## src/rtl/wb_port_arbiter.sv

```systemverilog
// Arbitrates the single register-file write port between the pipeline writeback (req0)
// and the multi-cycle unit (req1), registering the winning write for one cycle.
module wb_port_arbiter #(
  parameter int DATA_W       = 32,
  parameter int ADDR_W       = 5,
  parameter int STARVE_LIMIT = 4
) (
  input  logic              clk,
  input  logic              rst,
  input  logic              hold,
  input  logic              req0_valid,
  input  logic [ADDR_W-1:0] req0_addr,
  input  logic [DATA_W-1:0] req0_data,
  output logic              req0_ready,
  input  logic              req1_valid,
  input  logic [ADDR_W-1:0] req1_addr,
  input  logic [DATA_W-1:0] req1_data,
  output logic              req1_ready,
  output logic              sel,
  output logic              we,
  output logic [ADDR_W-1:0] wr_addr,
  output logic [DATA_W-1:0] wr_data,
  output logic              zero_drop
);

  localparam logic [3:0] LIMIT = 4'(STARVE_LIMIT);

  typedef enum logic [1:0] {
    IDLE,
    W0,
    W1
  } state_e;

  state_e            state_q, state_d;
  logic [3:0]        cnt_q, cnt_d;
  logic              sel_q, sel_d;
  logic              zd_q, zd_d;
  logic [ADDR_W-1:0] addr_q, addr_d;
  logic [DATA_W-1:0] data_q, data_d;
  logic              grant0, grant1;

  // req1 wins when it is alone or once it has lost STARVE_LIMIT contended cycles.
  always_comb begin
    grant0 = 1'b0;
    grant1 = 1'b0;
    if (!rst && !hold) begin
      if (req1_valid && (!req0_valid || (cnt_q >= LIMIT))) begin
        grant1 = 1'b1;
      end else if (req0_valid) begin
        grant0 = 1'b1;
      end
    end
  end

  assign req0_ready = grant0;
  assign req1_ready = grant1;

  always_comb begin
    state_d = IDLE;
    cnt_d   = cnt_q;
    sel_d   = sel_q;
    zd_d    = 1'b0;
    addr_d  = addr_q;
    data_d  = data_q;

    if (grant0) begin
      state_d = W0;
      sel_d   = 1'b0;
      addr_d  = req0_addr;
      data_d  = req0_data;
      zd_d    = (req0_addr == '0);
    end else if (grant1) begin
      state_d = W1;
      sel_d   = 1'b1;
      addr_d  = req1_addr;
      data_d  = req1_data;
      zd_d    = (req1_addr == '0);
    end

    // Counter only tracks contended losses; it is frozen while arbitration is held.
    if (!hold) begin
      if (!req1_valid || grant1) begin
        cnt_d = 4'd0;
      end else if (grant0 && (cnt_q < LIMIT)) begin
        cnt_d = cnt_q + 4'd1;
      end
    end
  end

  always_ff @(posedge clk) begin
    if (rst) begin
      state_q <= IDLE;
      cnt_q   <= 4'd0;
      sel_q   <= 1'b0;
      zd_q    <= 1'b0;
      addr_q  <= '0;
      data_q  <= '0;
    end else begin
      state_q <= state_d;
      cnt_q   <= cnt_d;
      sel_q   <= sel_d;
      zd_q    <= zd_d;
      addr_q  <= addr_d;
      data_q  <= data_d;
    end
  end

  // A write already in the output register is suppressed if reset arrives before it lands.
  assign we        = (state_q != IDLE) && !zd_q && !rst;
  assign sel       = sel_q;
  assign wr_addr   = addr_q;
  assign wr_data   = data_q;
  assign zero_drop = zd_q;

endmodule

```

## config.mk

```make
export PLATFORM = sky130hd
export DESIGN_NAME = wb_port_arbiter
export DESIGN_NICKNAME = d
export VERILOG_FILES = /design/src/rtl/wb_port_arbiter.sv
export SDC_FILE = /design/constraint.sdc
export NUM_CORES = 1
export LEC_CHECK = 0
export ABC_AREA = 0
export CAP_MARGIN = 20
export CORE_UTILIZATION = 40
export CTS_CLUSTER_DIAMETER = 60
export CTS_CLUSTER_SIZE = 16
export DETAILED_ROUTE_END_ITERATION = 16
export GPL_ROUTABILITY_DRIVEN = 0
export PLACE_DENSITY = 0.89
export SETUP_SLACK_MARGIN = 0.2
export SYNTH_ARGS = -nofsm -noshare
export SYNTH_HDL_FRONTEND = slang
export SYNTH_SLANG_ARGS = --single-unit
```

## constraint.sdc

```tcl
create_clock -name clk -period 1.8 [get_ports clk]
set_input_delay 0.36 -clock clk [delete_from_list [all_inputs] [get_ports clk]]
set_output_delay 0.36 -clock clk [all_outputs]
set_load 0.005 [all_outputs]
```

==> reports/qor.csv <==
metric,value,unit
run status,"complete, no violations",
initial antenna violation count,0,
fin crit period,1.585,ns
vias,2923,
Final Hold Fails,0,
TritonCTS Buffers,5,
wire length per cell,18.83,µm
worst path bufs/invs,2,
Crit path arrival time,1.22,ns
synth warn,0,
hold_sp,sel$_SDFFE_PP0P_,
row cnt,29,
max-cap check violation count,0,
Longest Clk Path Bufs,2,
# IOs,121,
worst skew pair latency,0.30,ns
endpoints failing setup,0,
synth-to-layout area growth,59.62,%
crit path cell chain,"buf_6, o21ai_4, and3_4, buf_2",
crit end category,output port,
"Design Area, Final",4184,µm²
synthesized area,2621,µm²
Synth Net Count,351,
Die W,82.95,µm
CTS tree,done,
VDD IR-drop max,0.2804,mV
drt pass-1 iters,4,
RSZ-0062 raised after global routing,true,
DRC viols,0,
Netlist cell types,39,
Fin Hold WS,0.4903,ns
Synth Register Bits,45,
fmax,0.6311,GHz
Worst slew margin,0.6816,
Critical R2R Launch,cnt_q[2]$_SDFFE_PP0P_,
Setup CP Type,flop to output port,
sequential element share of the synthesized area,0.3437,
Top Family by Delay on Critical Path,flip-flops,
WL final,8719,µm
cts hold-fix bufs,0,
Worst-Margin Slew,0.4776,ns
pin count of the biggest net entering global routing,51,
Synth top area share,0.3437,
dpl hpwl,5771,µm
Setup crit start kind,flop,
Die Span Y,82.95,µm
Commonest cells post-synth,"45 x dfxtp_1, 38 x a21oi_1, 37 x nor4_1, 37 x nor4b_1, 22 x buf_2",
"Async S/R FF share, synth",0,
Final ANT Viol Nets,0,
# diodes,0,
placed inst area,3945,µm²
Post-Layout Cell Count,463,
post-layout net count,465,
critical path launch point,cnt_q[2]$_SDFFE_PP0P_,
initial core utilization,0.4128,
crit share post-route,0.8803,
most common cell in the netlist,dfxtp_1,
"area leader, netlist",dfxtp_1,
DR iter-0 viols,118,
CTS Sinks,45,
IO buf count,120,
Tot GR Track Use,0.2452,
Inst Count DP,451,
setup_tns,0,ns
Crit path largest cell delay,0.37,ns
Pleak,0.001304,µW
hold crit path type,flop to flop,
Main synth FF type,dfxtp_1,
share of post-route cells with drive strength above 1,0.2202,
number of global-route vias before repair,2859,
# fillers,521,
Slew Limit Fails,0,
Critical Path Fanout Max,5,
Post-synth EDFFs,0,
H-tree levels,2,
total die area,6881,µm²
cells taking the most area after synthesis,"dfxtp_1 34%, nor4b_1 12%, a2111oi_2 12%, nor4_1 8.8%, a21oi_1 7.3%",
synthesized netlist cell count,271,
core footprint,6350,µm²
first-pass GRT wire length,13990,µm
root buf cell,clkbuf_8,
Final Skew,0.008309,ns
Critical Path Slowest Stage Cell,dfxtp_4,
P per Cell Area,579.2,nW/µm²
synthesized area per cell,9.673,µm²
required time worst endpoint,1.44,ns
"CTS clk-pin slew, worst paths",0.09,ns
GRT overflow,0,
vias per inst,6.313,
[registers in the layout (all words and copies together), names as in the netlist]
name	count
state_q	2
wr_addr	5
cnt_q	4
sel	1
zero_drop	1
wr_data	32
[layout make-up]
class | instances | area (µm²) | share of cell area
multi-input cells | 184 | 1590 | 0.3801
clock buffers | 7 | 96.34 | 0.02303
repair buffers | 148 | 1484 | 0.3547
well taps | 77 | 96.34 | 0.02303
clock inverters | 1 | 5.005 | 0.001196
inverters | 1 | 3.754 | 0.0008971
flip-flops and latches | 45 | 908.4 | 0.2171
[through the flow]
step | power, µW | setup slack (ns) | util
2_1_floorplan | 1355 | 0.3722 | -
3_3_place_gp | 1712 | -0.3581 | 0.6213
3_5_place_dp | 1728 | -0.4891 | 0.6213
4_1_cts | 2419 | 0.1996 | 0.6449
5_1_grt | 2535 | 0.1609 | 0.6589
6_report | 2424 | 0.2155 | 0.6589
[cell families after synthesis]
logic type	synth area share
simple gates	0.2721
compound gates	0.2845
flops	0.3437
buf+inv	0.09069
mux	0.004296
fa+ha+maj	0.004773
[power breakdown]
group	switching (µW)	internal, µW
clock	350	348
combinational	271	371
sequential	33.3	1050
[metal layers]
layer	vias to the layer above	global-route usage	wire (µm)
met1	1447	0.3114	3718
met2	115	0.4061	4282
met5	-	0	0
met3	19	0.05368	534
li1	1342	-	-
met4	0	0.09248	184
[cells in the final DEF (no fill, tap or decap), types with 6 or more instances in the layout]
cell type,n
buf_12,6
dfxtp_1,43
buf_4,18
clkbuf_8,7
a2111oi_1,6
nor4b_1,34
nor4_1,35
a2111oi_2,24
a21oi_1,38
clkdlybuf4s50_1,113
[worst min-delay path, cell delays in order, from the launching register on]
cell and delay [ns]:
dfxtp_1 0.32, nand2b_1 0.07, o21bai_1 0.06
[timing repair]
| item | in CTS | in global routing |
|---|---|---|
| setup endpoints to repair | 42 | 34 |
| setup buffers | 3 | 1 |
| gates cloned | 0 | 0 |
| resized for setup | 24 | 17 |
| pin swaps | 2 | 6 |
[worst paths after layout]
check	slack (ns)	cells past startpoint	endpoint
max	0.22	4	req0_ready
min	0.49	2	sel$_SDFFE_PP0P_
max reg2reg	0.24	6	wr_data[3]$_SDFFE_PP0P_
min reg2reg	0.49	2	sel$_SDFFE_PP0P_
No activity file was read; power rests on OpenSTA's default activity.
